[src/rtl/signed_sat_accumulator.sv]
// Frame accumulator: sums N_SAMPLES signed samples with per-step saturation and
// presents one result per frame on a valid/ready output held in its own register.
module signed_sat_accumulator #(
    parameter int W_IN      = 4,
    parameter int W_ACC     = 6,
    parameter int N_SAMPLES = 8
) (
    input  logic                    clk,
    input  logic                    rst,
    input  logic                    up_valid,
    input  logic signed [W_IN-1:0]  up_data,
    output logic                    up_ready,
    output logic                    down_valid,
    output logic signed [W_ACC-1:0] down_data,
    output logic                    down_sat,
    input  logic                    down_ready
);

    localparam int CW = (N_SAMPLES > 1) ? $clog2(N_SAMPLES) : 1;
    localparam logic [CW-1:0] CNT_LAST = CW'(N_SAMPLES - 1);
    localparam logic signed [W_ACC-1:0] ACC_MAX = {1'b0, {(W_ACC-1){1'b1}}};
    localparam logic signed [W_ACC-1:0] ACC_MIN = {1'b1, {(W_ACC-1){1'b0}}};

    logic signed [W_ACC-1:0] acc_q, acc_d;
    logic [CW-1:0]           cnt_q, cnt_d;
    logic                    sat_sticky_q, sat_sticky_d;
    logic                    down_valid_q, down_valid_d;
    logic signed [W_ACC-1:0] down_data_q, down_data_d;
    logic                    down_sat_q, down_sat_d;

    logic signed [W_ACC:0]   s_ext;
    logic signed [W_ACC:0]   t_sum;
    logic signed [W_ACC-1:0] t_clamp;
    logic                    t_sat;
    logic                    is_last;
    logic                    accept;

    always_comb begin
        s_ext = {{(W_ACC+1-W_IN){up_data[W_IN-1]}}, up_data};
        t_sum = {acc_q[W_ACC-1], acc_q} + s_ext;
        t_sat = 1'b0;
        // The extra top bit disagreeing with the result sign bit means overflow.
        if (!t_sum[W_ACC] && t_sum[W_ACC-1]) begin
            t_clamp = ACC_MAX;
            t_sat   = 1'b1;
        end else if (t_sum[W_ACC] && !t_sum[W_ACC-1]) begin
            t_clamp = ACC_MIN;
            t_sat   = 1'b1;
        end else begin
            t_clamp = t_sum[W_ACC-1:0];
        end
    end

    always_comb begin
        is_last  = (cnt_q == CNT_LAST);
        up_ready = !(is_last && down_valid_q && !down_ready);
        accept   = up_valid && up_ready;
    end

    always_comb begin
        acc_d        = acc_q;
        cnt_d        = cnt_q;
        sat_sticky_d = sat_sticky_q;
        down_valid_d = down_valid_q;
        down_data_d  = down_data_q;
        down_sat_d   = down_sat_q;

        if (down_valid_q && down_ready) begin
            down_valid_d = 1'b0;
        end

        if (accept) begin
            if (is_last) begin
                down_data_d  = t_clamp;
                down_sat_d   = sat_sticky_q | t_sat;
                down_valid_d = 1'b1;
                acc_d        = '0;
                cnt_d        = '0;
                sat_sticky_d = 1'b0;
            end else begin
                acc_d        = t_clamp;
                cnt_d        = cnt_q + CW'(1);
                sat_sticky_d = sat_sticky_q | t_sat;
            end
        end
    end

    always_ff @(posedge clk) begin
        if (rst) begin
            acc_q        <= '0;
            cnt_q        <= '0;
            sat_sticky_q <= 1'b0;
            down_valid_q <= 1'b0;
            down_data_q  <= '0;
            down_sat_q   <= 1'b0;
        end else begin
            acc_q        <= acc_d;
            cnt_q        <= cnt_d;
            sat_sticky_q <= sat_sticky_d;
            down_valid_q <= down_valid_d;
            down_data_q  <= down_data_d;
            down_sat_q   <= down_sat_d;
        end
    end

    assign down_valid = down_valid_q;
    assign down_data  = down_data_q;
    assign down_sat   = down_sat_q;

endmodule

[config.mk]
export PLATFORM = sky130hd
export DESIGN_NAME = signed_sat_accumulator
export DESIGN_NICKNAME = d
export VERILOG_FILES = /design/src/rtl/signed_sat_accumulator.sv
export SDC_FILE = /design/constraint.sdc
export NUM_CORES = 1
export LEC_CHECK = 0
export BUFFER_PORTS_ARGS = -buffer_cell sky130_fd_sc_hd__buf_2
export CAP_MARGIN = 20
export CORE_UTILIZATION = 58
export CTS_CLUSTER_DIAMETER = 120
export DETAILED_ROUTE_END_ITERATION = 10
export GPL_TIMING_DRIVEN = 0
export PLACE_DENSITY = 0.85
export SYNTH_ARGS = -nofsm -noshare
export SYNTH_HDL_FRONTEND = slang
export SYNTH_SLANG_ARGS = --single-unit
[constraint.sdc]
create_clock -name clk -period 4.6 [get_ports clk]
set_input_delay 0.23 -clock clk [delete_from_list [all_inputs] [get_ports clk]]
set_output_delay 0.23 -clock clk [all_outputs]
set_load 0.05 [all_outputs]
==> results of run 1 <==
[critical path, cell delays in order (launching register included)]
cell and delay (ns):
dfxtp_1 0.35, ha_1 0.17, inv_1 0.06, fa_1 0.40, and2b_1 0.24, o221ai_1 0.13
a31oi_1 0.37, inv_1 0.10, ha_1 0.28, inv_1 0.10, a21oi_1 0.08, or3_1 0.32
a21oi_1 0.14
[state kept, by name, summed over array words and instances (netlist names)]
name,count
acc_q,6
down_data,6
cnt_q,3
down_sat,1
down_valid,1
sat_sticky_q,1
[per-layer routing]
metal / wire length (um) / GRT usage (%)
met1: 974 / 28.90
met2: 1036 / 46.76
met3: 52 / 2.857
met4: 39 / 9.091
met5: 0 / 0
[cells in the final DEF, fill, tap and decap left out, types with 2 or more instances in the layout]
| master | Yosys | layout |
|---|---|---|
| nand3b_1 | 4 | 4 |
| dfxtp_1 | 18 | 18 |
| buf_2 | 1 | 15 |
| a21oi_1 | 11 | 11 |
| inv_1 | 8 | 8 |
| ha_1 | 10 | 10 |
| nor2_1 | 9 | 9 |
| nand2b_1 | 4 | 4 |
| nor2b_1 | 2 | 2 |
| or3_1 | 3 | 3 |
| or2_1 | 2 | 2 |
| nand2_1 | 10 | 10 |
| a211oi_1 | 3 | 3 |
| o311a_1 | 2 | 2 |
| clkbuf_4 | 0 | 3 |
| nor3_1 | 2 | 2 |
| a221o_1 | 2 | 2 |
| nand3_1 | 4 | 4 |
[area by class of cell]
type | count | area, um^2
flip-flops and latches | 18 | 360.3
well taps | 24 | 30.03
multi-input cells | 89 | 624.3
fillers | 136 | 421.7
repair buffers | 14 | 70.07
plain buffers | 4 | 21.27
clock buffers | 4 | 36.28
inverters | 8 | 30.03
[through the flow]
step / power, mW / utilization (%) / instances / hold WS, ns
after detailed placement: 0.4106 / 71.27 / 157 / 0.4481
after CTS: 0.5118 / 73.55 / 161 / 0.2007
after floorplan: 0.3686 / - / 119 / 0.4289
after global routing: 0.5544 / 73.55 / 161 / 0.2098
after global placement: 0.4006 / 71.27 / 157 / 0.4409
final: 0.5137 / 73.55 / 161 / 0.2079
[worst paths after layout]
path | from | to | slack, ns
min reg2reg | acc_q[5]$_SDFFE_PP0P_ | acc_q[5]$_SDFFE_PP0P_ | 0.46
max reg2reg | acc_q[0]$_SDFFE_PP0P_ | acc_q[0]$_SDFFE_PP0P_ | 1.81
max | acc_q[0]$_SDFFE_PP0P_ | acc_q[0]$_SDFFE_PP0P_ | 1.81
min | rst | sat_sticky_q$_SDFFE_PP0P_ | 0.21
[cells by family (layout without fill, tap and decap cells)]
group | count (synthesis) | count (layout)
simple gates | 49 | 49
xor+xnor | 1 | 1
flops | 18 | 18
compound gates | 26 | 26
mux | 2 | 2
fa+ha+maj | 11 | 11
buf+inv | 12 | 30
[power groups by stage]
stage          Combinational (mW)  Clock (mW)  Sequential (mW)
4_1_cts                     0.222       0.102            0.188
3_5_place_dp                0.219           0            0.191
2_1_floorplan               0.180           0            0.188
5_1_grt                     0.256       0.108            0.190
3_3_place_gp                0.210           0            0.191
6_report                    0.225       0.101            0.188
==> summary.md, run 1 <==
After clock tree synthesis, the clock-pin slew on the worst setup and hold paths is 0.11 ns. The number of antenna diodes in the final layout is 0. For the reported net switching power, the log shows 0.1817 mW. In the routed layout, each cell is associated on average with a via count of 5.646. After synthesis, the netlist uses 41 different library cells. The number of cells on the worst reg-to-reg path works out to 12.

The synthesized area per cell was 8.706 um^2. Ranked by total cell area, the synthesized netlist is headed by dfxtp_1 35%, ha_1 12%, a21oi_1 5.3%. In the routed design, unresolved DRC markers number 0. Die extent in x: 44.27 um. Cells with a size suffix above 1 make up 18.25% of the layout. The tools report the first-pass iteration count of the detailed router as 6.

The depth of the worst hold-timing path was 2; the maximum number of pins on one net before global-route repair was 11. The share of total power dissipated in sequential elements is 36.5%. Combinational logic is responsible for 43.8% of the overall power. The number of nets in the synthesized netlist is 138. The minimum period implied by the final worst setup slack is 2.791 ns.

At the pin with the least slew margin, the transition time is 0.4425 ns. Across every metal layer, demand over resource in global routing totals 25.00%. Setup violations remaining at the end of the flow were counted as 0. The clock skew was 0.004876 ns; the y dimension of the die was 44.27 um. The count of nets left with antenna violations once routing finished came out at 0. The hold violation total from the final report is 0.

At the worst endpoint, the required time is 4.83 ns. Total negative slack for setup checks: 0 ns. The post-synth design cell area is 1036 um^2, and the routed length per placed instance is 13.05 um. The kind of start point of the critical path is a flip-flop. TritonCTS built the clock tree.

The initial utilization of the core area, before any placement, comes to 64.99%. The run gives 0 as the initial antenna violation count. Before CTS, the worst setup slack after placement is 1.892 ns.

The Yosys step of the flow raised 0 warnings. The H-tree level count came out at 1. The path class of the tightest hold or removal check is input port to flip-flop. After routing the design area is 1172 um^2. Setup repair after global routing left no endpoint under its margin. The total half-perimeter wirelength after legalization and detailed placement is 1.587 mm, and the internal power of the cells is 0.3319 mW. The clock reaches the later pin of the worst-skew pair after 0.30 ns. The library cell with the largest summed area after synthesis is dfxtp_1.

Post-CTS timing repair inserted 0 buffers for setup. No sink is reached through more buffers than the 2 on the longest clock path. Buffers placed on the I/O ports in this run total 14.

The initialized floorplan defines 14 standard-cell rows. The flow ran to the end, and the final reports show no timing, DRC or antenna violations. The share of the synthesized area in the top cell type is 34.78%. The die area is 1959 um^2, and the leakage component of the power is 0.5324 nW. For the via count of the first global-routing pass, the log shows 930. Number of max-slew violations in the final report: 0. The critical path capture point type was a flip-flop. The congestion estimate from routability-driven global placement came to 0.8633.

The final critical path takes up 60.68% of the cycle. The class of the most critical setup path was flip-flop to flip-flop. Timing would allow up to 0.3582 GHz. Clock tree synthesis found a total of 18 sinks. The run gives 1136 um^2 as the instance area at placement. The area share of fa/ha/maj cells after synthesis is 14.01%. The hold buffer count at cts was 0; the compound-gate portion of the synthesized area was 16.91%. In this run the standard cell core region covers 1594 um^2. The mux contribution to synthesized area was 2.415%. The most used standard cell by instance count after synthesis was dfxtp_1. Once routing completed, OpenROAD measured the worst setup slack at 1.809 ns. The area growth from synthesis to layout is 13.16%. The tools report the buffer cell driving the clock tree root as clkbuf_4. The xor/xnor share of the synthesized area was 0.8454%; the fraction of the yosys area taken by sequential cells was 34.78%. The power density normalized to cell area was 438.2 nW/um^2; the largest voltage drop on the vdd net was 372.2 uV.

The maximum net fanout on the critical path was 5; the count of nets after finishing was 157. The max-capacitance violation count came out at 0. The synthesized design contains 0 enable-type register cells.

The headroom to the max-slew limit came out at 70.50%. The arrival time of data at the critical path endpoint was 3.02 ns. In this run switching power makes up 35.38% of total power. The aggregate routed wire length was 2.101 mm; the wire length of the first global-routing pass was 3.677 mm. After synthesis the netlist holds a flip-flop and latch count of 18. The number of top-level design ports was 17; the number of clock buffers inserted by TritonCTS was 3.

Synthesis produced a netlist whose cell count is 119. In this run, the clock network consumes 19.7% of the power. The simple logic cell fraction of the synthesized area came out at 26.09%. Ranked by instance count, the synthesized netlist is headed by 18 x dfxtp_1, 11 x a21oi_1, 10 x ha_1, 10 x nand2_1, 9 x nor2_1.

The prevailing post-synth register cell was dfxtp_1. For this run the aggregate overflow at the end of global routing stands at 0. The fraction of registers with async set or reset after synthesis came out at 0%. After clock tree synthesis, the repair step resized 0 gates. The routed layout has 909 vias.

The tools report the number of violations reported at the end of detailed-routing iteration 0 as 15. After synthesis, the largest family of logic cells by area is simple AND/OR/NAND/NOR gates.
Note: power is estimated with default switching activity, not from simulation.
==> run 2, diff against run 1 <==
--- a/config.mk
+++ b/config.mk
@@ -7,11 +7,11 @@
 export LEC_CHECK = 0
 export BUFFER_PORTS_ARGS = -buffer_cell sky130_fd_sc_hd__buf_2
 export CAP_MARGIN = 20
-export CORE_UTILIZATION = 58
+export CORE_UTILIZATION = 49
 export CTS_CLUSTER_DIAMETER = 120
 export DETAILED_ROUTE_END_ITERATION = 10
 export GPL_TIMING_DRIVEN = 0
-export PLACE_DENSITY = 0.85
+export PLACE_DENSITY = 0.77
 export SYNTH_ARGS = -nofsm -noshare
 export SYNTH_HDL_FRONTEND = slang
 export SYNTH_SLANG_ARGS = --single-unit
==> constraint.sdc (replaced) <==
create_clock -name clk -period 2.3 [get_ports clk]
set_input_delay 0.115 -clock clk [delete_from_list [all_inputs] [get_ports clk]]
set_output_delay 0.115 -clock clk [all_outputs]
set_load 0.05 [all_outputs]
==> summary.md, run 2 (synthesis results as in run 1) <==
Traced cell by cell, the critical path runs through ha_4 > inv_2 > fa_2 > and2b_1 > o221ai_2 > a31oi_4 > inv_2 > ha_4 > and2b_2 > mux2_4 > a221o_1. The minimum period implied by the final worst setup slack was 2.393 ns (-0.3983 ns); the weighted congestion reported at the end of routability-driven placement was 0.8136 (-5.8%). The number of core rows was 16 (+2). The run gives 0 (unchanged) as the antenna diode count. Worst hold path class: input port to flip-flop.

The worst setup path is launched from a flip-flop. The startpoint identified for the worst register-to-register timing path is acc_q[0]$_SDFFE_PP0P_. The tools report the number of top-level design ports as 17 (unchanged). The power density normalized to cell area came out at 913.5 nW/um^2 (+110%). The core box area is 1982 um^2 (+24%). The headroom to the max-slew limit is 67.04% (-3.5 points).

The share of layout cells above drive strength 1 works out to 31.47% (+13 points). The number of DRC violations after detailed routing was 0 (unchanged). Leaving out fill and tap cells, the most frequent cell in the layout is dfxtp_1. The initial antenna violation count is 0 (unchanged), and the transition at the pin with the smallest max-transition slack is 0.4944 ns (+0.05199 ns). The die extent in x came out at 47.98 um (+8.4%). Among all stages on the critical path, the largest delay is contributed by dfxtp_2. For the via total after detailed routing, the log shows 937 (+3.1%). The tools report the hold violation total from the final report as 0 (unchanged). The start point of the worst hold path was rst.

The tools report the wire length of the first global-routing pass as 3.374 mm (-8.2%). The max-capacitance violation count was 0 (unchanged); the clock input transition at the sequential cells of the worst setup and hold paths was 0.10 ns (about the same). Critical path capture point type: a flip-flop. From synthesis to final layout, the design area changed by 24.88%. For the remaining global-route overflow, the log shows 0 (unchanged).

In the layout the commonest cells are 17 x dfxtp_1, 15 x buf_2, 10 x nand2_1. The depth of the worst hold-timing path was 2 (unchanged); the number of cells on the worst reg-to-reg path was 11 (-1). The maximum net fanout on the critical path is 4 (-1). The worst path setup slack after routing is -0.09318 ns (-1.902 ns), and the total power after layout is 1.182 mW (+130%).

The final worst hold slack was 0.07613 ns (-0.1318 ns). The largest voltage drop on the vdd net is 577.4 uV (+55%), and the number of violations reported at the end of detailed-routing iteration 0 is 14 (-1). The die area was 2302 um^2 (+17%); the number of max-slew violations in the final report was 0 (unchanged). By startpoint and endpoint, the worst setup path is classified as flip-flop to flip-flop. The routed length per placed instance is 12.81 um (-1.9%). The final reports fail on negative setup slack. The delay of the slowest cell on the worst path is 0.35 ns (-0.05 ns). The logs give 0.30 ns (about the same) for the clock insertion delay at the later pin of the skew report and 6 (+6) for the total setup violations reported at the end of the flow. Overall global routing resource usage: 21.62% (-3.4 points). The flow ran to the end, but the final reports show violations. Aggregate routed wire length: 2.177 mm (+3.6%).

The antenna violation net count after detailed routing was 0 (unchanged); the critical path data required time was 2.49 ns (-2.34 ns). Fraction of the cycle the final worst path needs: 104.1% (+43 points). The run gives -0.09 ns (-1.90 ns) as the register-to-register path setup slack. The run gives 3 (unchanged) as the number of clock buffers inserted by TritonCTS.

Y dimension of the die: 47.98 um (+8.4%). The achievable clock frequency was 0.4179 GHz (+17%); the quantity of I/O buffers inserted on ports was 14 (unchanged). The first-pass iteration count of the detailed router was 4 (-2).

The run gives 2.58 ns (-0.44 ns) as the arrival time of data at the critical path endpoint. The number of sinks handled by clock tree synthesis was 18 (unchanged). The mean number of vias per cell works out to 5.512 (-2.4%). The end of the worst register-to-register path is acc_q[4]$_SDFFE_PP0P_. For the leakage component of the power, the log shows 0.5645 nW (+6.0%). TritonCTS built the clock tree. Destination of the worst hold path: down_sat$_SDFFE_PP0P_. The clock skew came out at 0.005926 ns (+0.001050 ns). The H-tree level count came out at 1 (unchanged). Setup repair after global routing could not meet its margin everywhere. Buffer cell driving the clock tree root: clkbuf_4. The run gives 11 (unchanged) as the maximum number of pins on one net before global-route repair. The filler cell count in the final layout came out at 166 (+22%).

The logs give 838 (-9.9%) for the via count of the first global-routing pass and 52.27% (-13 points) for the initial cell density of the core. The maximum number of buffers from clock root to sink was 2 (unchanged); the count of nets after finishing was 163 (+3.8%). Total half-perimeter wirelength after legalization and detailed placement: 1.635 mm (+3.0%).
run 2: cell types whose count changed in the layout (fill, tap and decap cells not counted), sizes merged:
| cell | delta |
|---|---|
| buf | +6 |
run 2: critical path: cells and delay by family (launching register included):
| kind | cells | cell delay [ns] |
|---|---|---|
| AND/OR/NAND/NOR | 2 | 0.40 |
| adder cells (fa/ha/maj) | 3 | 0.48 |
| buffers and inverters | 2 | 0.14 |
| multiplexers | 1 | 0.27 |
| flip-flops | 1 | 0.35 |
| AO/OA/AOI/OAI | 3 | 0.64 |
run 2: worst max path at each step:
stage                                           end  cells after the start                  start
after floorplan           down_data[4]$_SDFFE_PP0P_                     11  acc_q[0]$_SDFFE_PP0P_
after global placement    down_data[4]$_SDFFE_PP0P_                     11  acc_q[0]$_SDFFE_PP0P_
after detailed placement      acc_q[0]$_SDFFE_PP0P_                     12  acc_q[0]$_SDFFE_PP0P_
after CTS                     acc_q[4]$_SDFFE_PP0P_                     11  acc_q[0]$_SDFFE_PP0P_
after global routing          acc_q[1]$_SDFFE_PP0P_                     12  acc_q[0]$_SDFFE_PP0P_
final                         acc_q[4]$_SDFFE_PP0P_                     11  acc_q[0]$_SDFFE_PP0P_
run 2: timing repair:
| action | 4_1_cts | 5_1_grt |
|---|---|---|
| resized for setup | 7 | 2 |
| setup buffers | 5 | 1 |
| endpoints found under the hold margin | 0 | 0 |
| hold buffers | 0 | 0 |
| pin swaps | 9 | 5 |
| setup endpoints to repair | 10 | 9 |
run 2: layout make-up:
type                    count  area, um^2  area share, %
plain buffers               4       21.27          1.644
clock buffers               4       36.28          2.805
inverters                   8       30.03          2.321
multi-input cells          89       695.7          53.77
flip-flops and latches     18       361.6          27.95
well taps                  27       33.78          2.611
repair buffers             20       115.1          8.897
run 2: metal layers:
metal | track usage (%) | vias up | routed length, um
met2 | 38.11 | 19 | 1091
met3 | 2.264 | 5 | 53
met5 | 0 | - | 0
met1 | 25.23 | 442 | 989
met4 | 12.22 | 0 | 42
li1 | - | 471 | -
run 2: where the power goes:
group	total, mW	switching (mW)	internal (mW)	leakage (nW)
combinational	0.610	0.303	0.306	0.396
clock	0.193	0.0964	0.0966	0.0210
sequential	0.379	0.0249	0.354	0.147
total	1.18	0.425	0.757	0.565
run 2: through the flow:
| stage | utilization (%) | instance area [um^2] | setup TNS (ns) | instances | setup WS (ns) |
|---|---|---|---|---|---|
| finish | 65.28 | 1294 | -0.3570 | 170 | -0.09318 |
| global route | 65.28 | 1294 | -1.102 | 170 | -0.1960 |
| CTS | 64.52 | 1279 | -0.4407 | 169 | -0.1132 |
| detailed placement | 59.09 | 1171 | -0.8935 | 160 | -0.2078 |
| global placement | 59.09 | 1171 | -0.6494 | 160 | -0.1612 |
| floorplan | - | 1067 | -0.02301 | 119 | -0.01603 |
